===== config.mk =====
export PLATFORM = sky130hd
export DESIGN_NAME = adc_serial_sampler
export DESIGN_NICKNAME = d
export VERILOG_FILES = /design/src/rtl/adc_serial_sampler_pkg.sv /design/src/rtl/adc_sclk_div.sv /design/src/rtl/adc_serial_sampler.sv
export SDC_FILE = /design/constraint.sdc
export NUM_CORES = 1
export LEC_CHECK = 0
export BUFFER_PORTS_ARGS = -buffer_cell sky130_fd_sc_hd__buf_2
export CAP_MARGIN = 25
export CORE_AREA = 2 2 64 90
export DETAILED_ROUTE_END_ITERATION = 12
export DIE_AREA = 0 0 66 92
export GPL_TIMING_DRIVEN = 0
export PLACE_DENSITY = 0.78
export SLEW_MARGIN = 20
export SYNTH_ARGS = -nofsm -noshare
export SYNTH_HDL_FRONTEND = slang
export SYNTH_SLANG_ARGS = --single-unit

===== constraint.sdc =====
create_clock -name clk -period 2.5 [get_ports clk]
set_clock_uncertainty 0.05 [all_clocks]
set_input_delay 0.625 -clock clk [delete_from_list [all_inputs] [get_ports clk]]
set_output_delay 0.625 -clock clk [all_outputs]
set_load 0.05 [all_outputs]

===== src/rtl/adc_serial_sampler_pkg.sv =====
// Shared types and frame helpers for the AD7476-class serial ADC sampler.
// Holds the FSM state enum, default frame constants and the frame-length function.
package adc_serial_sampler_pkg;

   typedef enum logic [2:0] {
      ST_IDLE,
      ST_SETUP,
      ST_SHIFT,
      ST_DONE,
      ST_WAIT
   } adc_state_e;

   localparam int ADC_INPUT_BITS = 12;
   localparam int ADC_LEAD_BITS  = 4;
   localparam int ADC_FRAME_BITS = ADC_INPUT_BITS + ADC_LEAD_BITS;

   // clk cycles from cs_n fall to the end of the last sclk high phase
   function automatic int adc_frame_len(input int t_setup,
                                        input int clk_div,
                                        input int frame_bits);
      return t_setup + 2 * clk_div * frame_bits;
   endfunction

endpackage


===== src/rtl/adc_sclk_div.sv =====
// SCLK phase generator for the serial ADC frame: low/high phases of CLK_DIV clk
// cycles each, capture strobe, bit-done pulse and bit counter over FRAME_BITS bits.
// Ports: clk, rst_n (sync, active-low), en_i (SHIFT state), start_i (SHIFT begins
// next cycle), sclk_o (registered, idles high), capture_o, bit_done_o, last_bit_o.
module adc_sclk_div
   import adc_serial_sampler_pkg::*;
#(
   parameter int CLK_DIV    = 2,
   parameter int FRAME_BITS = ADC_FRAME_BITS
) (
   input  logic clk,
   input  logic rst_n,
   input  logic en_i,
   input  logic start_i,
   output logic sclk_o,
   output logic capture_o,
   output logic bit_done_o,
   output logic last_bit_o
);

   localparam int DW = $clog2(CLK_DIV + 1);
   localparam int BW = $clog2(FRAME_BITS + 1);
   localparam logic [DW-1:0] DIV_LAST = DW'(CLK_DIV - 1);
   localparam logic [BW-1:0] BIT_LAST = BW'(FRAME_BITS - 1);

   logic [DW-1:0] div_q, div_d;
   logic [BW-1:0] bit_q, bit_d;
   logic          phase_q, phase_d;
   logic          sclk_q, sclk_d;
   logic          tick;

   always_comb begin
      tick       = (div_q == DIV_LAST);
      capture_o  = en_i & ~phase_q & tick;
      bit_done_o = en_i & phase_q & tick;
      last_bit_o = (bit_q == BIT_LAST);
      div_d      = div_q;
      bit_d      = bit_q;
      phase_d    = phase_q;
      if (!en_i) begin
         div_d   = '0;
         bit_d   = '0;
         phase_d = 1'b0;
      end else if (tick) begin
         div_d   = '0;
         phase_d = ~phase_q;
         if (phase_q) bit_d = bit_q + 1'b1;
      end else begin
         div_d = div_q + 1'b1;
      end
      // sclk is registered: look one cycle ahead so it falls with SHIFT entry
      // and returns high after the final high phase without a glitch.
      if (start_i) begin
         sclk_d = 1'b0;
      end else if (en_i && !(bit_done_o && last_bit_o)) begin
         sclk_d = phase_d;
      end else begin
         sclk_d = 1'b1;
      end
   end

   always_ff @(posedge clk) begin
      if (!rst_n) begin
         div_q   <= '0;
         bit_q   <= '0;
         phase_q <= 1'b0;
         sclk_q  <= 1'b1;
      end else begin
         div_q   <= div_d;
         bit_q   <= bit_d;
         phase_q <= phase_d;
         sclk_q  <= sclk_d;
      end
   end

   assign sclk_o = sclk_q;

endmodule


===== src/rtl/adc_serial_sampler.sv =====
// Periodic master for a 12-bit AD7476-class serial ADC: drives cs_n/sclk, shifts
// in adc_sdata MSB first, presents sample with an adc_complete strobe and flags
// nonzero leading bits on frame_err. Optional ADC_SAMPLER_AVG_EN averages
// 2^AVG_LOG2 frames per published sample.
// Ports: clk, rst_n (sync, active-low), en, adc_sdata -> adc_cs_n, adc_sclk,
// sample[INPUT_BIT_WIDTH], adc_complete, frame_err.
module adc_serial_sampler
   import adc_serial_sampler_pkg::*;
#(
   parameter int INPUT_BIT_WIDTH  = ADC_INPUT_BITS,
   parameter int FRAME_BITS       = ADC_FRAME_BITS,
   parameter int CLK_DIV          = 2,
   parameter int T_SETUP          = 2,
   parameter int T_QUIET          = 4,
   parameter int PERIOD_BIT_WIDTH = 21,
   parameter int SAMPLE_PERIOD    = 1000,
   parameter int COMPLETE_HOLD    = 4,
   parameter int AVG_LOG2         = 2
) (
   input  logic                       clk,
   input  logic                       rst_n,
   input  logic                       en,
   input  logic                       adc_sdata,
   output logic                       adc_cs_n,
   output logic                       adc_sclk,
   output logic [INPUT_BIT_WIDTH-1:0] sample,
   output logic                       adc_complete,
   output logic                       frame_err
);

   localparam int PW = PERIOD_BIT_WIDTH;
   localparam int FRAME_LEN = adc_frame_len(T_SETUP, CLK_DIV, FRAME_BITS);
   localparam int MIN_PERIOD = FRAME_LEN + T_QUIET;
   // short periods stretch to back-to-back operation
   localparam int EFF_PERIOD =
      (SAMPLE_PERIOD > MIN_PERIOD) ? SAMPLE_PERIOD : MIN_PERIOD;
   localparam logic [PW-1:0] PER_LAST = PW'(EFF_PERIOD - 1);
   localparam logic [PW-1:0] PER_MAX  = '1;
   localparam int TW = $clog2(T_SETUP + 1);
   localparam logic [TW-1:0] SETUP_LAST = TW'(T_SETUP - 1);
   localparam int HW = $clog2(COMPLETE_HOLD + 1);
   localparam logic [HW-1:0] HOLD_LAST = HW'(COMPLETE_HOLD - 1);

   adc_state_e                 state_q;
   logic                       cs_n_q;
   logic [INPUT_BIT_WIDTH-1:0] sample_q;
   logic                       cmpl_q;
   logic [HW-1:0]              hold_q;
   logic                       ferr_q;
   logic [PW-1:0]              per_q;
   logic [TW-1:0]              tcnt_q;
   logic [FRAME_BITS-1:0]      shreg_q;

   logic shift_en;
   logic setup_end;
   logic capture;
   logic bit_done;
   logic last_bit;
   logic lead_nz;

`ifdef ADC_SAMPLER_AVG_EN
   localparam int ACC_W = INPUT_BIT_WIDTH + AVG_LOG2;
   localparam logic [AVG_LOG2-1:0] GRP_LAST = '1;
   logic [ACC_W-1:0]    acc_q;
   logic [ACC_W-1:0]    acc_sum;
   logic [AVG_LOG2-1:0] grp_q;

   always_comb begin
      acc_sum = acc_q + ACC_W'(shreg_q[INPUT_BIT_WIDTH-1:0]);
   end
`else
   // averaging depth only matters to the averaging build
   localparam int unused_avg_log2 = AVG_LOG2;
`endif

   assign shift_en  = (state_q == ST_SHIFT);
   assign setup_end = (state_q == ST_SETUP) && (tcnt_q == SETUP_LAST);
   assign lead_nz   = (shreg_q[FRAME_BITS-1:INPUT_BIT_WIDTH] != '0);

   adc_sclk_div #(
      .CLK_DIV   (CLK_DIV),
      .FRAME_BITS(FRAME_BITS)
   ) u_div (
      .clk       (clk),
      .rst_n     (rst_n),
      .en_i      (shift_en),
      .start_i   (setup_end),
      .sclk_o    (adc_sclk),
      .capture_o (capture),
      .bit_done_o(bit_done),
      .last_bit_o(last_bit)
   );

   always_ff @(posedge clk) begin
      if (!rst_n) begin
         state_q  <= ST_IDLE;
         cs_n_q   <= 1'b1;
         sample_q <= '0;
         cmpl_q   <= 1'b0;
         hold_q   <= '0;
         ferr_q   <= 1'b0;
         per_q    <= '0;
         tcnt_q   <= '0;
         shreg_q  <= '0;
`ifdef ADC_SAMPLER_AVG_EN
         acc_q    <= '0;
         grp_q    <= '0;
`endif
      end else begin
         ferr_q <= 1'b0;
         if (per_q != PER_MAX) per_q <= per_q + 1'b1;
         if (cmpl_q) begin
            if (hold_q == '0) cmpl_q <= 1'b0;
            else              hold_q <= hold_q - 1'b1;
         end
         if (capture) shreg_q <= {shreg_q[FRAME_BITS-2:0], adc_sdata};
         unique case (state_q)
            ST_IDLE: begin
               if (en) begin
                  state_q <= ST_SETUP;
                  cs_n_q  <= 1'b0;
                  per_q   <= '0;
                  tcnt_q  <= '0;
               end
            end
            ST_SETUP: begin
               if (setup_end) state_q <= ST_SHIFT;
               else           tcnt_q  <= tcnt_q + 1'b1;
            end
            ST_SHIFT: begin
               if (bit_done && last_bit) begin
                  state_q <= ST_DONE;
                  cs_n_q  <= 1'b1;
               end
            end
            ST_DONE: begin
               state_q <= ST_WAIT;
               ferr_q  <= lead_nz;
`ifdef ADC_SAMPLER_AVG_EN
               if (grp_q == GRP_LAST) begin
                  sample_q <= acc_sum[ACC_W-1:AVG_LOG2];
                  cmpl_q   <= 1'b1;
                  hold_q   <= HOLD_LAST;
                  acc_q    <= '0;
                  grp_q    <= '0;
               end else begin
                  acc_q <= acc_sum;
                  grp_q <= grp_q + 1'b1;
               end
`else
               sample_q <= shreg_q[INPUT_BIT_WIDTH-1:0];
               cmpl_q   <= 1'b1;
               hold_q   <= HOLD_LAST;
`endif
            end
            ST_WAIT: begin
               if (!en) begin
                  state_q <= ST_IDLE;
`ifdef ADC_SAMPLER_AVG_EN
                  acc_q   <= '0;
                  grp_q   <= '0;
`endif
               end else if (per_q >= PER_LAST) begin
                  state_q <= ST_SETUP;
                  cs_n_q  <= 1'b0;
                  per_q   <= '0;
                  tcnt_q  <= '0;
               end
            end
            default: state_q <= ST_IDLE;
         endcase
      end
   end

   assign adc_cs_n     = cs_n_q;
   assign sample       = sample_q;
   assign adc_complete = cmpl_q;
   assign frame_err    = ferr_q;

endmodule

======== Word level (Yosys, flattened, before mapping) ========
Cells that the tools add are included.
storage, ports and cells
  word-level logic and storage cells ...... 95
  flip-flop bits (word level) ............. 69
  bits of input ports ..................... 4
  output and inout bits ................... 16
operators by class
  reductions and logical operators ........ 20
  bitwise logic cells ..................... 8
  $lt $le $gt $ge ......................... 1
  muxes and demuxes ....................... 31
  equality and inequality tests ........... 16
  add/subtract/negate cells ............... 5
operators with widths
  cell                     count
  $mux W21                 4
  $pmux W21 S2             1
  $add A21 B1 Y21 const B  1
  $ge A21 B10 Y1 const B   1
  $ne A21 B21 Y1 const B   1
  $mux W3                  5
  $pmux W3 S5              1
  $mux W2                  7
  $ne A2 B2 Y1 const B     6
  $mux W1                  11
  $reduce_and A2 Y1        5
  $reduce_and A5 Y1        2
  $eq A3 B2 Y1 const B     2
  $logic_not A3 Y1         2
  $pmux W2 S3              1
  $reduce_bool A3 Y1       2
  $add A5 B1 Y5 const B    1
  $eq A5 B4 Y1 const B     1
  $add A2 B1 Y2 const B    2
  $and A1 B1 Y1            4
  $eq A2 B1 Y1 const B     2
  $not A1 Y1               4
  $reduce_and A4 Y1        1
  $reduce_bool A4 Y1       1
  other kinds (11)         13

======== Depth between registers and ports, before layout ========
  word-level depth ........................ 8
  depth in mapped cells ................... 8
  depth with buffers taken out ............ 8

======== Hierarchy ========
A second synthesis with hierarchy kept.
unflattened totals
  cells, all modules ...................... 333
  area, all modules ....................... 3124.2 um^2
by module, submodules not included
  module              cells each  times used  area each (um^2)  seq. area each (um^2)
  adc_serial_sampler  293         1           2717.6            1201.2
  adc_sclk_div        40          1           406.6             180.2

======== Worst setup path before layout ========
No wires, ideal clock.
  kind .................................... reg2reg
  from .................................... register u_div.bit_q[0]
  to ...................................... register cs_n_q (netlist: adc_cs_n)
  clock period less this slack ............ 1733 ps
  buffers on the path ..................... 0
  data required time ...................... 2328 ps
  setup time .............................. 122 ps
  arrival ................................. 1561 ps
  path slack .............................. 767 ps
  stages on the path, launching flop included .. 9
  cells stage by stage .................... dfxtp_1 > ha_1 > and3_1 > ha_1 > and3_1 > nand3b_1 > a21oi_1 > nand2_1 > a221o_1
on the way
  word-level cells in the longest chain between the ends .. 4
RTL lines
  what                                RTL line                   text
  from (decl)                         adc_sclk_div.sv:27         logic [BW-1:0] bit_q, bit_d;
  from (signal assigned)              adc_sclk_div.sv:70         bit_q <= bit_d;
  $eq A5 B4 Y1                        adc_sclk_div.sv:36         last_bit_o = (bit_q == BIT_LAST);
  $logic_and A1 B1 Y1                 adc_serial_sampler.sv:131  if (bit_done && last_bit) begin
  $ne A2 B2 Y1 (no source line)       -
  $reduce_and A5 Y1 (no source line)  -
  to (signal assigned)                adc_serial_sampler.sv:121  cs_n_q <= 1'b0;
  to (signal assigned)                adc_serial_sampler.sv:133  cs_n_q <= 1'b1;
  to (signal assigned)                adc_serial_sampler.sv:165  cs_n_q <= 1'b0;
  to (decl)                           adc_serial_sampler.sv:45   logic cs_n_q;
No other way between the ends.
A chain may end at the register's enable or synchronous reset.

======== Worst setup path after layout ========
Same ends and word-level chain as after synthesis.

==> results.cfg <==
[sta]
fmax_ghz = 0.528
worst_slack_ns = 0.607
grt_setup_unrepaired = no
final_min_period_over_clock_period_pct = 75.7
worst_slew_margin_rel_pct = 61.1
finalSetupViolCount = 0
final-hold-violation-count = 0
tightest_slew_ns = 0.579
fin_tns_setup_ns = 0
report.final.slew_viol_count = 0
finalHoldWorstSlack_ns = 0.388
fin_crit_ns = 1.89

[final_layout]
final_cell_area_um2 = 3430
area_growth_syn_to_layout_pct = 13.8
filler_cell_count = 464
area.sequential_um2 = 1380
mostFrequentLayoutCell = dfxtp_1
antenna_cells = 0
final_cell_mix = 69 x dfxtp_1, 51 x nor2_1, 40 x nand2_1, 21 x a21oi_1
multi_input_comb_area_um2 = 1500
num-nets-final = 371
drive_gt1_share_pct = 15.7

[critical_path]
cpMaxStageDelayCell = dfxtp_1
timing.critical_path.to_type = flip-flop
start_kind = flip-flop
rr_worst_depth = 8
worst_setup_path_startpoint = u_div.bit_q[0]$_SDFFE_PN0P_
reg2reg_from = u_div.bit_q[0]$_SDFFE_PN0P_
critical_path.cell_chain = ha_1, and3_1, ha_1, and3_1, nand3b_1, a21oi_1, nand2_1, a221o_1
cp.arrival_ns = 2.07
cp_max_fo = 3
critical_path_class = flip-flop to flip-flop
critical_path_required_ns = 2.68
critical-path-max-stage-delay_ns = 0.39

[detailed_routing]
drt_first_iter_violations = 109
final_antenna_net_count = 0
num_vias = 2268
detail_route.wl_per_cell_um = 12.4
via_per_inst = 5.26
drt-total-wl_um = 5360
dr.pass1.iters = 4
residual_drc = 0

[placed_design]
detailed_place_hpwl_um = 3770
dpl_worst_slack_ns = 0.606
numPortBuffers = 19
detailed_place.area_um2 = 3190
place.gp.congestion = 0.775

[clocking]
postCtsHoldBufs = 0
cts_max_level = 3
clock_latency_ns = 0.33
clock-sinks = 69
cts-root-to-sink-buffers = 2
post_cts.resized_instances = 0
postCtsSetupRepairBufs = 0
cts-buffers-inserted = 9
cts_tree = built
root_buffer = clkbuf_8
cts.reportedPaths.clkPinSlew_ns = 0.07

[power]
pwr_density_cell_nw_per_um2 = 670
irDropWorstVdd_uv = 450
p_leak_uw = 0.00144
design_power_total_uw = 2300

[min_path]
min_path_type = flip-flop to flip-flop
hold_start = u_div.div_q[0]$_SDFF_PP0_
number_of_cells_traversed_by_the_worst_hold_path = 1

[synth]
count_of_unique_library_cells_instantiated_by_yosys = 49
post-synth-top-area-fraction_pct = 45.9
postSynthRegisterBits = 69
synth.area.top_cells = dfxtp_1 46%, mux2i_1 6.7%, nor2_1 6.4%, nand2_1 5.0%, xor2_1 3.8%
synth_cells = 329
largest_family_of_logic_cells_by_synthesized_area = simple AND/OR/NAND/NOR gates
mean_cell_area_of_the_mapped_netlist_um2 = 9.15
synth_warnings = 0
synth_area_um2 = 3010
post_synth_xor_area_fraction_pct = 5.82
synth-main-ff-cell = dfxtp_1
synth_compound_area_share_pct = 9.02
synth-adder-area-share_pct = 3.33
synth_simple_gate_area_share_pct = 25.0
multiplexer_fraction_of_the_synthesized_cell_area_pct = 6.65
syn_nets = 341
yosys.area.top_type = dfxtp_1
synth.yosys.seq_area_share_pct = 45.9
synth_enable_flop_cells = 0
async_flop_share_pct = 0

[floorplanning]
die_footprint_um2 = 6070
core-area_um2 = 5370
rows = 32
floorplan.die.width_um = 66
floorplan.initialDensity_pct = 56.1
floorplan.io_pins = 20
chipHeight_um = 92

[global_routing]
grtUsageTotal_pct = 19.6
first_global_vias = 2115
grt_first_pass_wirelength_um = 9270
aggregate_global_routing_overflow = 0
antenna_found_initial = 0
grt_start_max_net_pins = 13

[job]
maxCapViolations = 0

[status]
status = finished clean
-- logic make-up (layout without fill, tap and decap cells) --
family | Yosys count | count (layout)
DFF | 69 | 69
buffers and inverters | 23 | 57
adders and majority gates | 8 | 8
muxes | 20 | 20
and+or+nand+nor | 144 | 144
AOI/OAI and AO/OA | 45 | 45
xor gates and xnor gates | 20 | 20
-- area by class of cell --
class / count / area share, %
Clock buffer: 9 / 3.61
Sequential cell: 69 / 40.3
Timing Repair Buffer: 19 / 2.77
Tap cell: 68 / 2.48
Multi-Input combinational cell: 237 / 43.8
Clock inverter: 6 / 3.29
Buffer: 15 / 2.88
Inverter: 8 / 0.876
-- cell usage after synthesis (all sizes together) (4+ instances only) --
| master | count |
|---|---|
| nor3 | 8 |
| o211ai | 5 |
| xor2 | 13 |
| dfxtp | 69 |
| ha | 8 |
| nor2 | 53 |
| clkbuf | 7 |
| buf | 8 |
| nand4 | 6 |
| nor4 | 4 |
| inv | 8 |
| and4 | 5 |
| a21oi | 21 |
| mux2i | 20 |
| nand2b | 6 |
| nand3 | 5 |
| o21ai | 7 |
| xnor2 | 7 |
| nand2 | 41 |
| and3 | 5 |
-- critical path: cells and delay by family, from the launching register on --
kind | cells | cell delay (ns)
flip-flops | 1 | 0.39
AO/OA/AOI/OAI | 2 | 0.48
AND/OR/NAND/NOR | 4 | 0.55
adder cells (fa/ha/maj) | 2 | 0.31
-- path summary, 6_finish.rpt --
| kind | end | slack (ns) |
|---|---|---|
| hold reg to reg | u_div.div_q[0]$_SDFF_PP0_ | 0.39 |
| setup / recovery | adc_cs_n$_SDFFE_PN1P_ | 0.61 |
| hold / removal | u_div.div_q[0]$_SDFF_PP0_ | 0.39 |
| setup reg to reg | adc_cs_n$_SDFFE_PN1P_ | 0.61 |
-- report_power, final --
group          total [µW]  leakage [µW]  switching, µW  internal (µW)
sequential           1130      0.000557           15.5           1110
clock                1060      0.000119            405            659
combinational         104      0.000764           65.6           38.8
-- stage by stage --
| stage | instances | util, % |
|---|---|---|
| floorplan | 329 | - |
| global placement | 416 | 59.5 |
| detailed placement | 416 | 59.5 |
| CTS | 431 | 63.9 |
| global route | 431 | 63.9 |
| finish | 431 | 63.9 |
-- sequential cells by signal (all words and copies together) (netlist names), 2 cells and up --
signal,cells
hold_q,3
per_q,21
sample,12
shreg_q,16
state_q,3
tcnt_q,2
u_div.bit_q,5
u_div.div_q,2
-- routing by layer --
layer | global-route usage (%) | vias to the layer above | share of wire (%)
met4 | 8.33 | 0 | 1.6
met2 | 33.2 | 33 | 52
met3 | 5.03 | 6 | 3.4
li1 | - | 1188 | -
met1 | 23.0 | 1041 | 43
met5 | 0 | - | 0
Power figures use the tool's default switching activity.
